`src/rtl/iir_pkg.sv`:
```
// Shared types and width helpers for the TDM biquad filter.
// Saturation is selected at build time with IIR_SATURATE_EN.
package iir_pkg;

  typedef enum logic [2:0] {
    COEF_B0 = 3'd0,
    COEF_B1 = 3'd1,
    COEF_B2 = 3'd2,
    COEF_A1 = 3'd3,
    COEF_A2 = 3'd4
  } coef_e;

  typedef enum logic [1:0] {
    ST_IDLE,
    ST_MAC,
    ST_OUT
  } state_e;

  function automatic int ch_w(input int n);
    return (n > 1) ? $clog2(n) : 1;
  endfunction

  function automatic int op_w(input int win, input int wout);
    return (win > wout) ? win : wout;
  endfunction

  function automatic int prod_w(input int win, input int wout,
                                input int wc);
    return op_w(win, wout) + wc;
  endfunction

  function automatic int acc_w(input int win, input int wout,
                               input int wc, input int g);
    return prod_w(win, wout, wc) + g;
  endfunction

endpackage

```
`src/rtl/iir_biquad_tdm_if.sv`:
```
// Sample, coefficient and result signals of the TDM biquad.
interface iir_biquad_tdm_if #(
  parameter int WIN   = 17,
  parameter int WOUT  = 17,
  parameter int WCOEF = 17,
  parameter int CHW   = 2
);
  logic                    in_valid;
  logic                    in_ready;
  logic [CHW-1:0]          in_ch;
  logic signed [WIN-1:0]   x;
  logic                    coef_we;
  logic [2:0]              coef_sel;
  logic signed [WCOEF-1:0] coef_data;
  logic                    out_valid;
  logic [CHW-1:0]          out_ch;
  logic signed [WOUT-1:0]  y;
  logic                    ovf;

  modport master (
    output in_valid, in_ch, x,
    output coef_we, coef_sel, coef_data,
    input  in_ready, out_valid, out_ch, y, ovf
  );

  modport slave (
    input  in_valid, in_ch, x,
    input  coef_we, coef_sel, coef_data,
    output in_ready, out_valid, out_ch, y, ovf
  );
endinterface

```
`src/rtl/iir_mac.sv`:
```
// Signed multiply-accumulate with clear, then shift/fit to output width.
// IIR_SATURATE_EN selects clipping instead of two's-complement wrap.
module iir_mac #(
  parameter int OPW   = 17,
  parameter int WCOEF = 17,
  parameter int GUARD = 4,
  parameter int FRAC  = 16,
  parameter int WOUT  = 17
) (
  input  logic                    clk,
  input  logic                    reset,
  input  logic                    clr_i,
  input  logic                    en_i,
  input  logic                    sub_i,
  input  logic signed [OPW-1:0]   op_i,
  input  logic signed [WCOEF-1:0] coef_i,
  output logic signed [WOUT-1:0]  q_o,
  output logic                    ovf_o
);
  localparam int PW = OPW + WCOEF;
  localparam int AW = PW + GUARD;
  localparam int SW = AW - FRAC;

  logic signed [PW-1:0] prod;
  logic signed [AW-1:0] prod_x;
  logic signed [AW-1:0] acc_q, acc_d;
  logic [SW-1:0]        sh;
  logic                 fits;

  assign prod   = op_i * coef_i;
  assign prod_x = {{GUARD{prod[PW-1]}}, prod};

  always_comb begin
    acc_d = acc_q;
    if (clr_i) acc_d = '0;
    else if (en_i && sub_i) acc_d = acc_q - prod_x;
    else if (en_i) acc_d = acc_q + prod_x;
  end

  always_ff @(posedge clk) begin
    if (reset) acc_q <= '0;
    else       acc_q <= acc_d;
  end

  // Dropping the low FRAC bits is an arithmetic shift (floor).
  assign sh    = acc_q[AW-1:FRAC];
  assign fits  = (&sh[SW-1:WOUT-1]) | ~(|sh[SW-1:WOUT-1]);
  assign ovf_o = ~fits;

`ifdef IIR_SATURATE_EN
  always_comb begin
    q_o = sh[WOUT-1:0];
    if (!fits && sh[SW-1])  q_o = {1'b1, {(WOUT-1){1'b0}}};
    if (!fits && !sh[SW-1]) q_o = {1'b0, {(WOUT-1){1'b1}}};
  end
`else
  assign q_o = sh[WOUT-1:0];
`endif
endmodule

```
`src/rtl/iir_biquad_tdm.sv`:
```
// Direct-form-I biquad shared by NUM_CH channels over one MAC.
// Build with IIR_SATURATE_EN to clip instead of wrap on overflow.
module iir_biquad_tdm
  import iir_pkg::*;
#(
  parameter int WORD_LEN_IN    = 17,
  parameter int WORD_FRAC_IN   = 16,
  parameter int WORD_LEN_OUT   = 17,
  parameter int WORD_FRAC_OUT  = 16,
  parameter int WORD_LEN_COEF  = 17,
  parameter int WORD_FRAC_COEF = 16,
  parameter int ACC_GUARD      = 4,
  parameter int NUM_CH         = 4
) (
  input logic              clk,
  input logic              reset,
  iir_biquad_tdm_if.slave  bus
);
  localparam int CH_W = ch_w(NUM_CH);
  localparam int OPW  = op_w(WORD_LEN_IN, WORD_LEN_OUT);
  localparam logic [CH_W:0] NCH = (CH_W+1)'(NUM_CH);

  if (WORD_FRAC_OUT != WORD_FRAC_IN) begin : g_frac_chk
    $error("WORD_FRAC_OUT must equal WORD_FRAC_IN");
  end
  if (NUM_CH < 1) begin : g_nch_chk
    $error("NUM_CH must be at least 1");
  end

  state_e state_q, state_d;
  coef_e  tap_q, tap_d;

  logic [CH_W-1:0]                 ch_q, idx, out_ch_q;
  logic signed [WORD_LEN_IN-1:0]   x_q;
  logic signed [WORD_LEN_COEF-1:0] coef_q [5];
  logic signed [WORD_LEN_IN-1:0]   x1_q [NUM_CH];
  logic signed [WORD_LEN_IN-1:0]   x2_q [NUM_CH];
  logic signed [WORD_LEN_OUT-1:0]  y1_q [NUM_CH];
  logic signed [WORD_LEN_OUT-1:0]  y2_q [NUM_CH];
  logic signed [WORD_LEN_OUT-1:0]  y_q, mac_q;
  logic signed [OPW-1:0]           op;
  logic signed [WORD_LEN_COEF-1:0] cf;
  logic in_ready, accept, ch_ok, sub;
  logic out_valid_q, ovf_q, mac_ovf;

  assign in_ready = (state_q == ST_IDLE);
  assign accept   = in_ready && bus.in_valid;
  assign ch_ok    = ({1'b0, ch_q} < NCH);
  assign idx      = ch_ok ? ch_q : '0;

  always_comb begin
    state_d = state_q;
    tap_d   = tap_q;
    unique case (state_q)
      ST_IDLE: if (bus.in_valid) begin
        state_d = ST_MAC;
        tap_d   = COEF_B0;
      end
      ST_MAC: begin
        tap_d = coef_e'(tap_q + 3'd1);
        if (tap_q == COEF_A2) begin
          state_d = ST_OUT;
          tap_d   = COEF_B0;
        end
      end
      ST_OUT:  state_d = ST_IDLE;
      default: state_d = ST_IDLE;
    endcase
  end

  // Out-of-range channels run against zero history.
  always_comb begin
    op  = '0;
    cf  = '0;
    sub = 1'b0;
    unique case (tap_q)
      COEF_B0: begin op = x_q; cf = coef_q[0]; end
      COEF_B1: begin
        op = ch_ok ? x1_q[idx] : '0;
        cf = coef_q[1];
      end
      COEF_B2: begin
        op = ch_ok ? x2_q[idx] : '0;
        cf = coef_q[2];
      end
      COEF_A1: begin
        op  = ch_ok ? y1_q[idx] : '0;
        cf  = coef_q[3];
        sub = 1'b1;
      end
      COEF_A2: begin
        op  = ch_ok ? y2_q[idx] : '0;
        cf  = coef_q[4];
        sub = 1'b1;
      end
      default: ;
    endcase
  end

  iir_mac #(
    .OPW   (OPW),
    .WCOEF (WORD_LEN_COEF),
    .GUARD (ACC_GUARD),
    .FRAC  (WORD_FRAC_COEF),
    .WOUT  (WORD_LEN_OUT)
  ) u_mac (
    .clk    (clk),
    .reset  (reset),
    .clr_i  (accept),
    .en_i   (state_q == ST_MAC),
    .sub_i  (sub),
    .op_i   (op),
    .coef_i (cf),
    .q_o    (mac_q),
    .ovf_o  (mac_ovf)
  );

  always_ff @(posedge clk) begin
    if (reset) begin
      state_q     <= ST_IDLE;
      tap_q       <= COEF_B0;
      ch_q        <= '0;
      x_q         <= '0;
      out_valid_q <= 1'b0;
      out_ch_q    <= '0;
      y_q         <= '0;
      ovf_q       <= 1'b0;
      for (int i = 0; i < 5; i++) coef_q[i] <= '0;
      for (int c = 0; c < NUM_CH; c++) begin
        x1_q[c] <= '0;
        x2_q[c] <= '0;
        y1_q[c] <= '0;
        y2_q[c] <= '0;
      end
    end else begin
      state_q     <= state_d;
      tap_q       <= tap_d;
      out_valid_q <= 1'b0;
      if (accept) begin
        ch_q <= bus.in_ch;
        x_q  <= bus.x;
      end
      if (in_ready && bus.coef_we && bus.coef_sel <= 3'd4)
        coef_q[bus.coef_sel] <= bus.coef_data;
      if (state_q == ST_OUT && ch_ok) begin
        x2_q[idx]   <= x1_q[idx];
        x1_q[idx]   <= x_q;
        y2_q[idx]   <= y1_q[idx];
        y1_q[idx]   <= mac_q;
        y_q         <= mac_q;
        ovf_q       <= mac_ovf;
        out_ch_q    <= ch_q;
        out_valid_q <= 1'b1;
      end
    end
  end

  assign bus.in_ready  = in_ready;
  assign bus.out_valid = out_valid_q;
  assign bus.out_ch    = out_ch_q;
  assign bus.y         = y_q;
  assign bus.ovf       = ovf_q;
endmodule

```
`src/flat_wrapper.sv`:
```
// flat-port wrapper written by rule: the top's interface ports become plain ports
module iir_biquad_tdm_flat import iir_pkg::*;
#(
  parameter int WORD_LEN_IN    = 17,
  parameter int WORD_FRAC_IN   = 16,
  parameter int WORD_LEN_OUT   = 17,
  parameter int WORD_FRAC_OUT  = 16,
  parameter int WORD_LEN_COEF  = 17,
  parameter int WORD_FRAC_COEF = 16,
  parameter int ACC_GUARD      = 4,
  parameter int NUM_CH         = 4
)
  (clk, reset, bus_in_valid, bus_in_ch, bus_x, bus_coef_we, bus_coef_sel, bus_coef_data, bus_in_ready, bus_out_valid, bus_out_ch, bus_y, bus_ovf);
  iir_biquad_tdm_if #(.WIN(17), .WOUT(17), .WCOEF(17), .CHW(2)) bus_i ();
  input logic clk;
  input logic reset;
  input wire logic [$bits(bus_i.in_valid)-1:0] bus_in_valid;
  input wire logic [$bits(bus_i.in_ch)-1:0] bus_in_ch;
  input wire logic [$bits(bus_i.x)-1:0] bus_x;
  input wire logic [$bits(bus_i.coef_we)-1:0] bus_coef_we;
  input wire logic [$bits(bus_i.coef_sel)-1:0] bus_coef_sel;
  input wire logic [$bits(bus_i.coef_data)-1:0] bus_coef_data;
  output wire logic [$bits(bus_i.in_ready)-1:0] bus_in_ready;
  output wire logic [$bits(bus_i.out_valid)-1:0] bus_out_valid;
  output wire logic [$bits(bus_i.out_ch)-1:0] bus_out_ch;
  output wire logic [$bits(bus_i.y)-1:0] bus_y;
  output wire logic [$bits(bus_i.ovf)-1:0] bus_ovf;
  assign bus_i.in_valid = bus_in_valid;
  assign bus_i.in_ch = bus_in_ch;
  assign bus_i.x = bus_x;
  assign bus_i.coef_we = bus_coef_we;
  assign bus_i.coef_sel = bus_coef_sel;
  assign bus_i.coef_data = bus_coef_data;
  assign bus_in_ready = bus_i.in_ready;
  assign bus_out_valid = bus_i.out_valid;
  assign bus_out_ch = bus_i.out_ch;
  assign bus_y = bus_i.y;
  assign bus_ovf = bus_i.ovf;
  iir_biquad_tdm #(.WORD_LEN_IN(WORD_LEN_IN), .WORD_FRAC_IN(WORD_FRAC_IN), .WORD_LEN_OUT(WORD_LEN_OUT), .WORD_FRAC_OUT(WORD_FRAC_OUT), .WORD_LEN_COEF(WORD_LEN_COEF), .WORD_FRAC_COEF(WORD_FRAC_COEF), .ACC_GUARD(ACC_GUARD), .NUM_CH(NUM_CH)) u_core (.clk(clk), .reset(reset), .bus(bus_i));
endmodule
```
`config.mk`:
```
export PLATFORM = sky130hd
export DESIGN_NAME = iir_biquad_tdm_flat
export DESIGN_NICKNAME = d
export VERILOG_FILES = /design/src/rtl/iir_pkg.sv /design/src/rtl/iir_biquad_tdm_if.sv /design/src/rtl/iir_mac.sv /design/src/rtl/iir_biquad_tdm.sv /design/src/flat_wrapper.sv
export SDC_FILE = /design/constraint.sdc
export NUM_CORES = 2
export LEC_CHECK = 0
export ABC_CLOCK_PERIOD_IN_PS = 15800
export CORE_MARGIN = 4
export CORE_UTILIZATION = 35
export DETAILED_ROUTE_END_ITERATION = 10
export SLEW_MARGIN = 30
export SYNTH_ARGS = -nofsm -noshare
export SYNTH_HDL_FRONTEND = slang
export SYNTH_SLANG_ARGS = --single-unit
```
`constraint.sdc`:
```
create_clock -name clk -period 15.8 [get_ports clk]
set_clock_uncertainty 0.15 [all_clocks]
set_input_delay 3.16 -clock clk [delete_from_list [all_inputs] [get_ports clk]]
set_output_delay 3.16 -clock clk [all_outputs]
set_load 0.05 [all_outputs]
```
==> impl_metrics.csv <==
group,metric,value,unit
layout,final_nets,3498,
die,die_area,97700,µm²
routing,dr.pass1.iters,8,
clock_tree,cts_sinks,442,
setup_path,worstReg2RegStart,"u_core.tap_q[0]$_SDFFE_PP0P_",
setup_path,cpLargestDelayFamily,"adder cells",
power,p_leak,15.2,nW
placed_design,place_congestion,0.925,
die,start_util,0.354,
setup_path,rr_worst_depth,36,
layout,layout_commonest_cell,"edfxtp_1",
die,core.rowCount,111,
placed_design,place_area,34500,µm²
global_route,grt_pass1_wl,142,mm
logic_synthesis,synthAdderAreaFrac,0.233,
logic_synthesis,synth.distinct_cells,79,
timing,rsz0062_at_grt,"no",
logic_synthesis,syn-cell-area,32500,µm²
outcome,outcome,"finished, final reports clean",
logic_synthesis,synth_enable_flop_cells,357,
logic_synthesis,synthCells,3026,
setup_path,rrSetupSlack,3.12,ns
clock_tree,clkTransAtPathRegs,0.06,ns
clock_tree,cts_made_buffers,45,
clock_tree,clock_latency,0.59,ns
layout,drive_above_1_share,0.0744,
layout,stdcell_area,35900,µm²
logic_synthesis,synth-seq-cells,442,
logic_synthesis,synth.net_count,3495,
setup_path,critical_path.slowest_cell,"fa_1",
routing,vias,22400,
logic_synthesis,yosys_most_used_dff,"edfxtp_1",
clock_tree,postCtsHoldBufs,0,
min_path,hold_path_end,"u_core.bus.out_ch[1]$_SDFFE_PP0N_",
clock_tree,cts.repair.resized,0,
clock_tree,cts_max_level,2,
die,die_w,313,µm
setup_path,start_kind,"register",
setup_path,rr_endpoint,"u_core.u_mac.acc_q[37]$_SDFFE_PP0P_",
logic_synthesis,yosysSeqAreaShare,0.383,
logic_synthesis,muxShareOfSynthArea,0.0488,
routing,wl_per_cell,20.7,µm
die,die_y,313,µm
timing,timing.final.crit_share,0.803,
die,pin_count,65,
timing,layout_min_cycle_time,12.68,ns
timing,setup_viol,0,
global_route,grt_usage,0.185,
clock_tree,cts_tree,"built",
logic_synthesis,async_flop_share,0,
power,powerDensity,162,nW/µm²
setup_path,worstPathRequired,16.14,ns
clock_tree,cts_root_buf,"clkbuf_16",
global_route,grt_max_degree,69,
logic_synthesis,synthXorXnorAreaFrac,0.0232,
setup_path,cp_max_fo,17,
logic_synthesis,synthSimpleGateAreaFrac,0.179,
timing,holdWs,0.298,ns
clock_tree,cts_setup_buffers,0,
timing,setup_tns,0,ns
routing,ant_nets,0,
min_path,hold_depth,2,
routing,drt_iter0_markers,2187,
die,core,91800,µm²
logic_synthesis,syn_area_per_cell,10.7,µm²
setup_path,worst-setup-path-type,"reg -> reg",
routing,wl,89.4,mm
routing,vias_per_cell,5.20,
setup_path,cpPeakStageDelay,0.90,ns
logic_synthesis,synth_compound_gate_area_share,0.0786,
timing,fmax,78.9,MHz
timing,slew_viol_final,0,
global_route,antenna_found_initial,1,
layout,area_delta_synth_final,10.7,%
global_route,grt-ovfl-total,0,
placed_design,numPortBuffers,64,
min_path,hold_path_class,"reg -> reg",
timing,max-slew-margin-rel,0.357,
logic_synthesis,synth_top_family_by_area,"adder cells",
timing,finalHoldViolCount,0,
setup_path,crit_arrival,13.02,ns
placed_design,dp_hpwl,63.5,mm
logic_synthesis,ys_warn_count,0,
clock_tree,cts_buffer_depth,3,
timing,setup_slack,3.12,ns
power,ir_worst_vdd,0.119,mV
global_route,first_global_vias,23100,
layout,final_cell_mix,"edfxtp_1, and2_1, inv_1",
job,cap_viol_max_count,0,
min_path,hp-start,"u_core.bus.out_ch[1]$_SDFFE_PP0N_",
timing,worstMarginPinSlew,0.957,ns
routing,drc,0,
setup_path,crit_path_frequent_cell,"fa_1",
setup_path,crit_buf_inv,5,
placed_design,dpl_worst_slack,3.32,ns
setup_path,worstSetupEndpointType,"register",
==> logic make-up (layout without fill, tap and decap cells) <==
kind of cell             after synthesis  after routing
other                                  0              1
AND/OR/NAND/NOR                     1138           1138
buffers and inverters                472            511
flip-flops                           442            442
AO/OA/AOI/OAI                        385            385
adder cells (fa/ha/maj)              426            426
XOR/XNOR                              86             86
multiplexers                          77             77
==> per-layer routing <==
metal	wire length (µm)	part of all wire	track usage
met1	40800	0.46	0.269
met2	39700	0.44	0.284
met3	6320	0.071	0.0336
met4	2580	0.029	0.0525
met5	0	0	0
==> worst max-delay path by stage <==
stage               depth (start not counted)                    startpoint                             endpoint
global route                               34                      register  u_core.u_mac.acc_q[37]$_SDFFE_PP0P_
global placement                           34                      register  u_core.u_mac.acc_q[37]$_SDFFE_PP0P_
CTS                                        35                      register  u_core.u_mac.acc_q[37]$_SDFFE_PP0P_
floorplan                                  39                      register  u_core.u_mac.acc_q[37]$_SDFFE_PP0P_
detailed placement                         35                      register  u_core.u_mac.acc_q[37]$_SDFFE_PP0P_
finish                                     36  u_core.tap_q[0]$_SDFFE_PP0P_  u_core.u_mac.acc_q[37]$_SDFFE_PP0P_
==> cells in the mapped netlist (13+ instances only) <==
| master | count | area, µm² |
|---|---|---|
| edfxtp_1 | 357 | 10700 |
| xor2_1 | 41 | 359 |
| nor2b_1 | 19 | 119 |
| nand2_1 | 291 | 1090 |
| o21a_1 | 15 | 113 |
| nand4_1 | 19 | 119 |
| fa_1 | 298 | 5970 |
| a22oi_1 | 49 | 368 |
| or3_1 | 13 | 81.3 |
| or2_2 | 22 | 138 |
| buf_1 | 13 | 48.8 |
| and2_1 | 354 | 2210 |
| a31oi_1 | 17 | 106 |
| xnor2_1 | 45 | 394 |
| nand2b_1 | 29 | 181 |
| a21oi_1 | 107 | 536 |
| nor2_1 | 235 | 882 |
| and3_1 | 34 | 213 |
| ha_1 | 128 | 1600 |
| nor3_1 | 28 | 140 |
| o21ai_0 | 59 | 295 |
| clkbuf_1 | 130 | 488 |
| inv_1 | 322 | 1210 |
| a21o_1 | 44 | 330 |
| nand3_1 | 50 | 250 |
| dfxtp_1 | 85 | 1700 |
| mux4_2 | 65 | 1460 |
==> where the power goes <==
group / switching (mW) / internal (mW) / leakage (nW)
clock: 0.478 / 0.577 / 0.687
sequential: 0.0704 / 1.32 / 4.38
combinational: 2.10 / 1.27 / 10.1
==> flip-flops by register name, indices dropped and copies added (netlist names), 2 cells and up, named ones only <==
signal and cells:
u_core.coef_q 85, u_core.x1_q 68, u_core.x2_q 68, u_core.y1_q 68, u_core.y2_q 68, u_core.u_mac.acc_q 38, u_core.bus.y 17, u_core.x_q 17
u_core.tap_q 3, u_core.bus.out_ch 2, u_core.ch_q 2, u_core.state_q 2
==> final cells by class <==
cell class                      instances  area (µm²)
Tap cell                             1243        1560
Clock buffer                           56        1200
Clock inverter                         27         236
Multi-Input combinational cell       2112       18400
Fill cell                            8838       55900
Inverter                              322        1210
Timing Repair Buffer                  106         951
Sequential cell                       442       12400
Antenna cell                            1        2.50
==> tightest hold or removal path, cell delays in order (launching register included) <==
cell,delay (ns)
dfxtp_1,0.31
nand2_1,0.05
nand2_1,0.04
==> stage by stage <==
stage	power, mW	instances	utilization
after CTS	5.82	4308	0.391
after floorplan	3.82	3026	-
after detailed placement	4.71	4225	0.376
after global placement	4.74	4225	0.376
after global routing	6.27	4308	0.391
final	5.82	4309	0.391
Power figures use the tool's default switching activity.
